File: src/rtl/event_led_scheduler.sv
// Round-robin sharing of one activity LED between NUM_SOURCES pulse sources.
// Each grant lights the LED for ON_TICKS cycles followed by GAP_TICKS dark cycles.
module event_led_scheduler #(
  parameter int CLK_FREQUENCY = 100000000,
  parameter int NUM_SOURCES   = 4,
  parameter int ON_MS         = 50,
  parameter int GAP_MS        = 10,
  localparam int SW = (NUM_SOURCES > 2) ? $clog2(NUM_SOURCES) : 1
) (
  input  logic                   clk,
  input  logic                   rst_a,
  input  logic [NUM_SOURCES-1:0] pulse,
  input  logic                   enable,
  input  logic                   clearOverrun,
  output logic                   ledOn,
  output logic [SW-1:0]          activeSource,
  output logic [NUM_SOURCES-1:0] pending,
  output logic [NUM_SOURCES-1:0] overrun
);

  localparam int ON_TICKS  = $rtoi(CLK_FREQUENCY / 1.0e3 * ON_MS);
  localparam int GAP_TICKS = $rtoi(CLK_FREQUENCY / 1.0e3 * GAP_MS);
  localparam int MAX_T0    = (ON_TICKS > GAP_TICKS) ? ON_TICKS : GAP_TICKS;
  localparam int MAX_T     = (MAX_T0 > 2) ? MAX_T0 : 2;
  localparam int CW        = $clog2(MAX_T);
  localparam logic [CW-1:0] ON_LOAD  = CW'(ON_TICKS - 1);
  localparam logic [CW-1:0] GAP_LOAD = CW'((GAP_TICKS > 0) ? GAP_TICKS - 1 : 0);

  typedef enum logic [1:0] {S_IDLE, S_ON, S_GAP} state_t;

  state_t                   state;
  logic [CW-1:0]            cnt;
  logic [SW-1:0]            last_grant;
  logic [SW-1:0]            win;
  logic                     found;
  logic                     arb_pt;
  logic                     grant;
  logic [NUM_SOURCES-1:0]   gmask;
  logic [NUM_SOURCES-1:0]   pend_nxt;
  logic [NUM_SOURCES-1:0]   ovr_nxt;

  // Rotating priority: search starts just after the previous winner.
  always_comb begin
    win   = '0;
    found = 1'b0;
    for (int j = 1; j <= NUM_SOURCES; j++) begin
      if (!found && pending[(int'(last_grant) + j) % NUM_SOURCES]) begin
        found = 1'b1;
        win   = SW'((int'(last_grant) + j) % NUM_SOURCES);
      end
    end
  end

  always_comb begin
    arb_pt = (state == S_IDLE) ||
             (state == S_GAP && cnt == '0) ||
             (state == S_ON && cnt == '0 && GAP_TICKS == 0);
    grant  = arb_pt && enable && found;
    gmask  = grant ? (NUM_SOURCES'(1) << win) : '0;
    // A fresh pulse on the source being granted re-arms it instead of flagging overrun.
    pend_nxt = pulse | (pending & ~gmask);
    ovr_nxt  = (pulse & pending & ~gmask) | (overrun & ~{NUM_SOURCES{clearOverrun}});
  end

  always_ff @(posedge clk or posedge rst_a) begin
    if (rst_a) begin
      state        <= S_IDLE;
      cnt          <= '0;
      ledOn        <= 1'b0;
      activeSource <= '0;
      last_grant   <= SW'(NUM_SOURCES - 1);
      pending      <= '0;
      overrun      <= '0;
    end else begin
      pending <= pend_nxt;
      overrun <= ovr_nxt;
      if (grant) begin
        state        <= S_ON;
        cnt          <= ON_LOAD;
        ledOn        <= 1'b1;
        last_grant   <= win;
        activeSource <= win;
      end else begin
        case (state)
          S_ON: begin
            if (cnt != '0) begin
              cnt <= cnt - CW'(1);
            end else if (GAP_TICKS > 0) begin
              state <= S_GAP;
              cnt   <= GAP_LOAD;
              ledOn <= 1'b0;
            end else begin
              state <= S_IDLE;
              ledOn <= 1'b0;
            end
          end
          S_GAP: begin
            if (cnt != '0) cnt <= cnt - CW'(1);
            else           state <= S_IDLE;
          end
          default: ;
        endcase
      end
    end
  end

endmodule
File: config.mk
export PLATFORM = sky130hd
export DESIGN_NAME = event_led_scheduler
export DESIGN_NICKNAME = d
export VERILOG_FILES = /design/src/rtl/event_led_scheduler.sv
export SDC_FILE = /design/constraint.sdc
export NUM_CORES = 1
export LEC_CHECK = 0
export ABC_AREA = 0
export ABC_CLOCK_PERIOD_IN_PS = 5890
export BUFFER_PORTS_ARGS = -buffer_cell sky130_fd_sc_hd__buf_2
export CAP_MARGIN = 25
export CORE_AREA = 2 2 65 67
export CTS_CLUSTER_DIAMETER = 120
export DETAILED_ROUTE_END_ITERATION = 8
export DIE_AREA = 0 0 67 69
export HOLD_SLACK_MARGIN = 0.15
export PLACE_DENSITY_LB_ADDON = 0.05
export SYNTH_ARGS = -nofsm -noshare
export SYNTH_HDL_FRONTEND = slang
export SYNTH_SLANG_ARGS = --single-unit
File: constraint.sdc
create_clock -name clk -period 5.89 [get_ports clk]
set_input_delay 0 -clock clk [delete_from_list [all_inputs] [get_ports clk]]
set_output_delay 0 -clock clk [all_outputs]
set_load 0.1 [all_outputs]
== After elaboration in Yosys (flattened, before gate mapping) ==
Index checks and enable logic that the tools add are counted.
Storage, ports and cells
  bits in registers: 38
  bits of input ports: 8
  output and inout port bits: 11
  logic and storage cells: 89
Cells by class
  add/sub/neg operators: 5
  magnitude comparators: 4
  equal/unequal tests: 6
  shifts and indexed selects: 1
  mux-type cells: 32
  bitwise operators: 12
  reductions and logical operators: 22
Operator list (number)
  $mux 23: 3
  $pmux 23 s2: 1
  $logic_not 23->1: 1
  $reduce_bool 23->1: 1
  $sub 23x1->23 const B: 1
  $and 4x4->4: 4
  $lt 3x4->1 const B: 4
  $mux 1: 15
  $mux 2: 7
  $bmux 1 s2: 4
  $not 4->4: 2
  $or 4x4->4: 2
  $reduce_or 2->1: 4
  $logic_and 1x1->1: 6
  $ne 3x3->1 const B: 2
  $add 2x1->2 const B: 2
  $add 2x2->2 const B: 2
  $and 1x1->1 const A: 4
  $mux 4: 1
  $pmux 2 s2: 1
  $reduce_and 2->1: 2
  $shl 1x2->4 const A: 1
  $logic_not 1->1: 3
  $ne 3x2->1 const B: 1
  8 further kinds: 8

== Longest topological paths before layout ==
Gate-level depths: netlist of the first run.
  depth after elaboration: 21
  gate-level depth with buffers: 9
  gate-level depth less buffers: 8

== Worst setup path before layout of the first run ==
OpenSTA, ideal clock, no wires.
  path type: flip-flop to flip-flop
  start point: register pending[1]
  end point: register cnt[4]
  library setup time: 0.138 ns
  arrival time: 2.590 ns
  data required time: 5.752 ns
  slack: 3.162 ns
  cell stages (with the launch flop): 8
  buffers on the path: 1
  period minus slack after synthesis: 2.728 ns
  path through: dfrtp_1 -> o41ai_2 -> or2_2 -> clkbuf_1 -> nand2_1 -> o211ai_1 -> xor2_1 -> nand2_1
On the way
  cells in the longest elaborated chain, start to end: 16
  elaborated cells on any way between the ends: 27
  those cells by class: 1 x eq/ne; 17 x mux; 9 x reduce/logical
RTL lines
  start, declared: line 17  | output logic [NUM_SOURCES-1:0] pending,
  start signal, assigned: line 75  | pending <= pend_nxt;
  $bmux 1 s2: line 47  | if (!found && pending[(int'(last_grant) + j) % NUM_SOURCES]) begin
  $mux 1 (implied by the code) (2 in series): line 47
  $mux 1: line 47
  $logic_not 1->1: line 47
  $logic_and 1x1->1: line 47
  $mux 1: line 47
  $logic_not 1->1: line 47
  $logic_and 1x1->1: line 47
  $mux 1: line 47
  $logic_not 1->1: line 47
  $logic_and 1x1->1: line 47
  $mux 1 (*): line 47
  $logic_and 1x1->1 (*): line 58  | grant = arb_pt && enable && found;
  $ne 3x2->1 (no line) / $reduce_bool 3->1 (equally long branches)
  $reduce_and 2->1 (no line)
  end signal, assigned: line 87  | cnt <= cnt - CW'(1);
  end signal, assigned: line 98  | if (cnt != '0) cnt <= cnt - CW'(1);
  end, declared: line 32  | logic [CW-1:0] cnt;
Mark *: on every way between the ends. The rest lies on a longest branch, timed or not. The select of a mux whose other input is x is not followed.
A chain may end at the register's enable or synchronous reset.

== Worst setup path after layout of the first run ==
  start point: register pending[1]
  end point: register cnt[5]
The elaborated chain is that of the path after synthesis.

==> results.txt, run 1 <==
----------------------------------------------------
[STA]
  Actual transition at the worst max-transition pin ... 1.11 ns
  Crit path time final ... 2.97 ns
  RSZ-0062 raised after global routing ... false
  Final count of pins violating max slew ... 0
  Maximum clock frequency ... 336 MHz
  Count of endpoints failing hold in the final timing report ... 0
  Worst-case headroom to the max-slew limit ... 25.1%
  Final setup viols ... 0
  Aggregate negative setup slack ... 0 ns
  Max Clock Skew ... 0.00386 ns
  Share of the clock period used by the worst path after layout ... 50.5%

[Placed design]
  Cell area reported after detailed placement ... 2400 um^2
  Input/output buffers ... 18
  DP Wirelength ... 3810 um
  Global placer's final weighted congestion ... 0.924

[Critical path]
  Worst-path fanout max ... 10
  Crit path kind ... reg2reg
  Nature of the critical path startpoint ... flop
  Worst path arrival time ... 3.11 ns
  Required time of the worst setup path ... 6.02 ns
  CP endpoint kind ... flop

[Logic synthesis]
  Net count after synthesis ... 264
  Top cell types by occurrence after synthesis ... sky130_fd_sc_hd__dfrtp_1, sky130_fd_sc_hd__nor2_1, sky130_fd_sc_hd__nand2_1, sky130_fd_sc_hd__nor3_1
  Share of the synthesized area in the top cell type ... 39.7%
  Synth async-reset ratio ... 100%
  Synth Instances ... 254
  Most used flip-flop cell after synthesis ... sky130_fd_sc_hd__dfrtp_1
  Yosys warnings ... 0
  Area of the mapped netlist ... 2270 um^2
  Flip-flop and latch count after synthesis ... 38
  Avg Synthesized Cell Area ... 8.94 um^2
  Sequential share of the synthesized area ... 42.0%
  Biggest area consumer among synthesized cells ... sky130_fd_sc_hd__dfrtp_1
  Post-synth cell types ... 60
  Count of flip-flops with a built-in enable after synthesis ... 0
  Most common cell in the netlist ... sky130_fd_sc_hd__dfrtp_1
  Synth area leaders ... sky130_fd_sc_hd__dfrtp_1, sky130_fd_sc_hd__nor2_1, sky130_fd_sc_hd__nand2_1, sky130_fd_sc_hd__xor2_1, sky130_fd_sc_hd__nor3_1

[Finish]
  Proportion of layout cells with a drive suffix above 1 ... 15.8%
  Net count reported at finish ... 287
  Syn-to-layout area delta ... 14.7%
  Cell area after layout ... 2600 um^2
  Number of antenna cells inserted ... 0
  Post-Route Utilization ... 66.5%
  Total of fill cells in the finished design ... 337

[Detailed routing]
  Routed via count divided by cell count ... 6.14
  Met3 routed WL ... 327 um
  Antenna viol nets, final ... 0
  Number of remaining DRC errors ... 0
  Total routed wire length on the met1 layer ... 2600 um
  Total vias in the final route ... 2015
  First-iteration detailed-routing DRC count ... 211
  Final routed wire length divided by cell count ... 17.1 um
  Met2 wire length ... 2530 um
  Count of TritonRoute iterations in the first routing pass ... 4
  Aggregate routed wire length ... 5620 um
  Uppermost routed layer ... met4

[Global routing]
  Number of antenna violations at the first check in global routing ... 0
  Wire length of the first global-routing pass ... 9590 um
  Via count of the first global-routing pass ... 1946
  Pin count of the biggest net entering global routing ... 39
  GRT Total Usage ... 27.3%
  Leftover overflow at the end of global routing ... 0

[Clocking]
  Cell chosen for the clock root ... sky130_fd_sc_hd__clkbuf_8
  H-tree depth ... 2
  Number of clock sinks seen by CTS ... 38
  Post-CTS sizing ... 0
  TritonCTS clock tree ... yes
  Number of clock buffers inserted by TritonCTS ... 5
  Post-CTS Repair Setup Buffers ... 0
  Clock insertion delay at the later pin of the skew report ... 0.29 ns
  CTS clock-pin slew for the worst setup and hold paths ... 0.08 ns
  Maximum clock path buffer count ... 2

[Floorplan]
  Die height ... 69 um
  Total number of placement rows ... 23
  Die boundary width ... 67 um
  Placeable core region ... 3910 um^2
  Full die area ... 4620 um^2
  Starting density of the core ... 58.0%
  Boundary pin count ... 19

[Hold path]
  Class of the tightest hold or removal check ... in2reg

[Pwr]
  Overall power ... 901 uW
  P per Cell Area ... 346 nW/um^2
  Leakage Power ... 1.01 nW
  IR drop worst, VDD ... 0.000209 V

[Flow run]
  Max_cap viols ... 0

[Run status]
  Run status ... completed

----------------------------------------------------
==> routing by layer <==
layer  GRT usage (%)  vias up
li1                -      979
met1            41.2      948
met2            37.6       74
met3            5.38       14
met4            11.8        0
met5               0        -
==> state kept, by name, indices dropped and copies added (netlist names) <==
| register | count |
|---|---|
| ledOn | 1 |
| cnt | 23 |
| activeSource | 2 |
| pending | 4 |
| state | 2 |
| last_grant | 2 |
| overrun | 4 |
==> logic make-up after synthesis <==
kind of cell	count (synthesis)	share of synthesized area, %
buffers and inverters	21	3.91
AND/OR/NAND/NOR	113	25.7
AO/OA/AOI/OAI	66	21.8
flip-flops	38	42.0
XOR/XNOR	13	5.01
multiplexers	1	0.441
adder cells (fa/ha/maj)	2	1.10
==> where the power goes <==
part	switching [mW]	internal [mW]
clock	0.0942	0.181
combinational	0.192	0.0719
sequential	0.0553	0.306
==> stage by stage <==
step	worst slack (ns)	hold WS [ns]	std cells
global placement	3.08	0.128	314
detailed placement	3.04	0.137	314
floorplan	3.16	0.0923	254
global route	2.78	0.370	328
finish	2.92	0.326	328
CTS	3.01	0.296	328
==> cell type report <==
cell class | count | area [um^2] | area share (%)
flip-flops and latches | 38 | 953 | 36.6
multi-input cells | 195 | 1230 | 47.4
clock buffers | 6 | 82.6 | 3.17
clock inverters | 2 | 60.1 | 2.31
repair buffers | 27 | 173 | 6.63
inverters | 10 | 37.5 | 1.44
well taps | 50 | 62.6 | 2.40
==> worst paths after layout <==
check                      slack (ns)             from              end  cells after the start
min                              0.33           enable          cnt[17]                      4
max in group asynchronous        5.19            rst_a    last_grant[0]                      4
min reg2reg                      0.49  activeSource[1]  activeSource[1]                      2
min in group asynchronous        0.35            rst_a          cnt[12]                      4
max                              2.92       pending[1]           cnt[5]                      5
max reg2reg                      2.92       pending[1]           cnt[5]                      5
==> what timing repair did <==
item,CTS,global route
hold buffers,6,0
hold endpoints to repair,44,0
endpoints found under the setup margin,0,0
==> worst max-delay path: stages, from the launching register on <==
cell,delay [ns]
sky130_fd_sc_hd__dfrtp_1,0.47
sky130_fd_sc_hd__o41ai_2,1.03
sky130_fd_sc_hd__or2_2,0.33
sky130_fd_sc_hd__a21o_1,0.17
sky130_fd_sc_hd__a21boi_1,0.65
sky130_fd_sc_hd__nand2_1,0.15
==> placed cells by master, fill, tap and decap left out, drive strengths merged, types with 3 or more instances in the layout <==
master / instances
xor2: 9
xnor2: 4
dfrtp: 36
a221oi: 3
a21boi: 3
nand2: 26
buf: 21
dlygate4sd3: 6
a31oi: 4
nor3: 14
a21oi: 10
clkbuf: 6
o2bb2ai: 3
a21o: 4
o21ai: 13
o31ai: 4
o211ai: 3
or3: 3
o41ai: 5
nand3: 12
inv: 9
nor4: 9
or4: 5
nor2: 28
nand2b: 6
(Power assumes the default switching activity.)
==> run 2, diff against run 1 <==
- ABC_CLOCK_PERIOD_IN_PS: 5890 -> 2700
- CORE_AREA: 2 2 65 67 -> 2 2 68 70
- DIE_AREA: 0 0 67 69 -> 0 0 70 72
- clock period: 5.89 -> 2.7 ns (I/O delays scaled with it)
==> results.txt, run 2 (synthesized netlist as in run 1, its figures left out) <==
----------------------------------------------------
[Run status]
  Run status ... completed

[Finish]
  Register with the most flip-flops ... cnt
  Cell area after layout ... 2740 um^2
  Max FFs per register ... 23
  Commonest cells after routing, fill and taps aside ... sky130_fd_sc_hd__dfrtp_1, sky130_fd_sc_hd__nor2_1, sky130_fd_sc_hd__nand2_1
  Proportion of layout cells with a drive suffix above 1 ... 20.4%
  Most frequent standard cell in the layout excluding fill and tap cells ... sky130_fd_sc_hd__dfrtp_1
  Top flop regs ... cnt: 23 flops, overrun: 4 flops, pending: 4 flops
  Syn-to-layout area delta ... 20.6%
  Net count reported at finish ... 303
  Number of antenna cells inserted ... 0
  Post-Route Utilization ... 64.2%

[STA]
  Worst-case headroom to the max-slew limit ... 54.4%
  Maximum clock frequency ... 394 MHz
  Count of endpoints failing hold in the final timing report ... 0
  Aggregate negative setup slack ... 0 ns
  Final count of pins violating max slew ... 0
  Actual transition at the worst max-transition pin ... 0.682 ns
  Final setup viols ... 0
  Crit path time final ... 2.54 ns
  RSZ-0062 raised after global routing ... false
  Share of the clock period used by the worst path after layout ... 94.0%
  Max Clock Skew ... 0.0116 ns
  Final Hold Slack ... 0.154 ns

[Critical path]
  CP endpoint kind ... flop
  Highest-delay cell along the critical path ... sky130_fd_sc_hd__or4_1
  Cell class contributing the biggest share of worst-path delay ... simple AND/OR/NAND/NOR gates
  Worst-path fanout max ... 7
  Largest stage delay on the critical path ... 0.71 ns
  Nature of the critical path startpoint ... flop
  Most used cell, CP ... sky130_fd_sc_hd__or4_1
  Required time of the worst setup path ... 2.88 ns
  Crit path kind ... reg2reg
  Number of buffers and inverters on the critical path ... 0
  Cell chain of the critical path ... or4_1 > or4_1 > a21oi_4 > nand3_1 > a32o_1
  Worst path arrival time ... 2.72 ns

[Floorplan]
  Boundary pin count ... 19
  Full die area ... 5040 um^2
  Placeable core region ... 4260 um^2
  Starting density of the core ... 53.3%
  Total number of placement rows ... 24
  Die boundary width ... 70 um
  Die height ... 72 um

[Clocking]
  Cell chosen for the clock root ... sky130_fd_sc_hd__clkbuf_8
  CTS clock-pin slew for the worst setup and hold paths ... 0.09 ns
  H-tree depth ... 2
  TritonCTS clock tree ... yes
  Number of clock buffers inserted by TritonCTS ... 5
  Post-CTS Repair Setup Buffers ... 0
  Clock insertion delay at the later pin of the skew report ... 0.30 ns
  Maximum clock path buffer count ... 2
  Number of clock sinks seen by CTS ... 38
  Post-CTS sizing ... 0

[Detailed routing]
  Final routed wire length divided by cell count ... 17.1 um
  Number of remaining DRC errors ... 0
  Aggregate routed wire length ... 5930 um
  Count of TritonRoute iterations in the first routing pass ... 4
  Total vias in the final route ... 2051
  Antenna viol nets, final ... 0
  First-iteration detailed-routing DRC count ... 127
  Routed via count divided by cell count ... 5.93

[Pwr]
  Switching portion of total power ... 37.7%
  Sw power ... 751 uW
  Combinational Power Share ... 31.0%
  P per Cell Area ... 728 nW/um^2
  Leakage Power ... 1.10 nW
  Int Pwr ... 1.24 mW
  Part of the total power dissipated in the clock network ... 30.4%
  IR drop worst, VDD ... 0.000430 V
  Flop pwr share ... 38.6%

[Flow run]
  Max_cap viols ... 0

[Global routing]
  Number of antenna violations at the first check in global routing ... 0
  Leftover overflow at the end of global routing ... 0
  GRT Total Usage ... 26.0%
  Pin count of the biggest net entering global routing ... 39
  Wire length of the first global-routing pass ... 10300 um
  Via count of the first global-routing pass ... 2070

[Placed design]
  DP Wirelength ... 4200 um
  Input/output buffers ... 18
  Cell area reported after detailed placement ... 2530 um^2
  Global placer's final weighted congestion ... 0.858

[Hold path]
  Class of the tightest hold or removal check ... in2reg

----------------------------------------------------
-- run 2: cell count changes in the layout (fill, tap and decap cells not counted), sizes merged --
cell,before,now
buf,21,37
-- run 2: metrics by stage --
step / setup WS [ns] / cells / total power, mW
global route: 0.0464 / 346 / 2.09
finish: 0.161 / 346 / 1.99
CTS: 0.154 / 346 / 2.00
detailed placement: 0.185 / 332 / 1.39
global placement: 0.253 / 332 / 1.39
floorplan: 0.109 / 254 / 1.25
-- run 2: final timing paths --
path,end,slack (ns),from,cells after the start
min reg2reg,activeSource[1],0.48,activeSource[1],2
max in group asynchronous,last_grant[1],1.97,rst_a,4
min,state[0],0.15,enable,4
max reg2reg,overrun[2],0.16,cnt[14],5
max,overrun[2],0.16,cnt[14],5
min in group asynchronous,cnt[6],0.35,rst_a,4
-- run 2: worst reg2reg max path: stages (launching register included) --
cell and delay (ns):
sky130_fd_sc_hd__dfrtp_1 0.44, sky130_fd_sc_hd__or4_1 0.65, sky130_fd_sc_hd__or4_1 0.71, sky130_fd_sc_hd__a21oi_4 0.22, sky130_fd_sc_hd__nand3_1 0.11, sky130_fd_sc_hd__a32o_1 0.29
-- run 2: repair_timing --
action,in CTS,in global routing
endpoints found under the hold margin,44,0
hold buffers,6,0
setup endpoints to repair,0,0
-- run 2: area by class of cell --
type                            count  area [um^2]
Fill cell                         373         1530
Multi-Input combinational cell    195         1250
Sequential cell                    38          953
Timing Repair Buffer               43          293
Clock buffer                        6         82.6
Tap cell                           52         65.1
Clock inverter                      2         60.1
Inverter                           10         37.5
-- run 2: power by group through the flow --
stage	clock, mW	sequential, mW	combinational [mW]
5_1_grt	0.634	0.785	0.667
6_report	0.606	0.769	0.619
3_5_place_dp	0	0.775	0.611
3_3_place_gp	0	0.775	0.613
4_1_cts	0.613	0.766	0.619
2_1_floorplan	0	0.951	0.298
-- run 2: metal layers --
| metal | up-vias | global-route usage [%] | part of all wire [%] |
|---|---|---|---|
| li1 | 1020 | - | - |
| met1 | 970 | 37.7 | 47 |
| met2 | 56 | 40.7 | 46 |
| met3 | 5 | 4.17 | 6.0 |
| met4 | 0 | 7.69 | 0.64 |
| met5 | - | 0 | 0 |
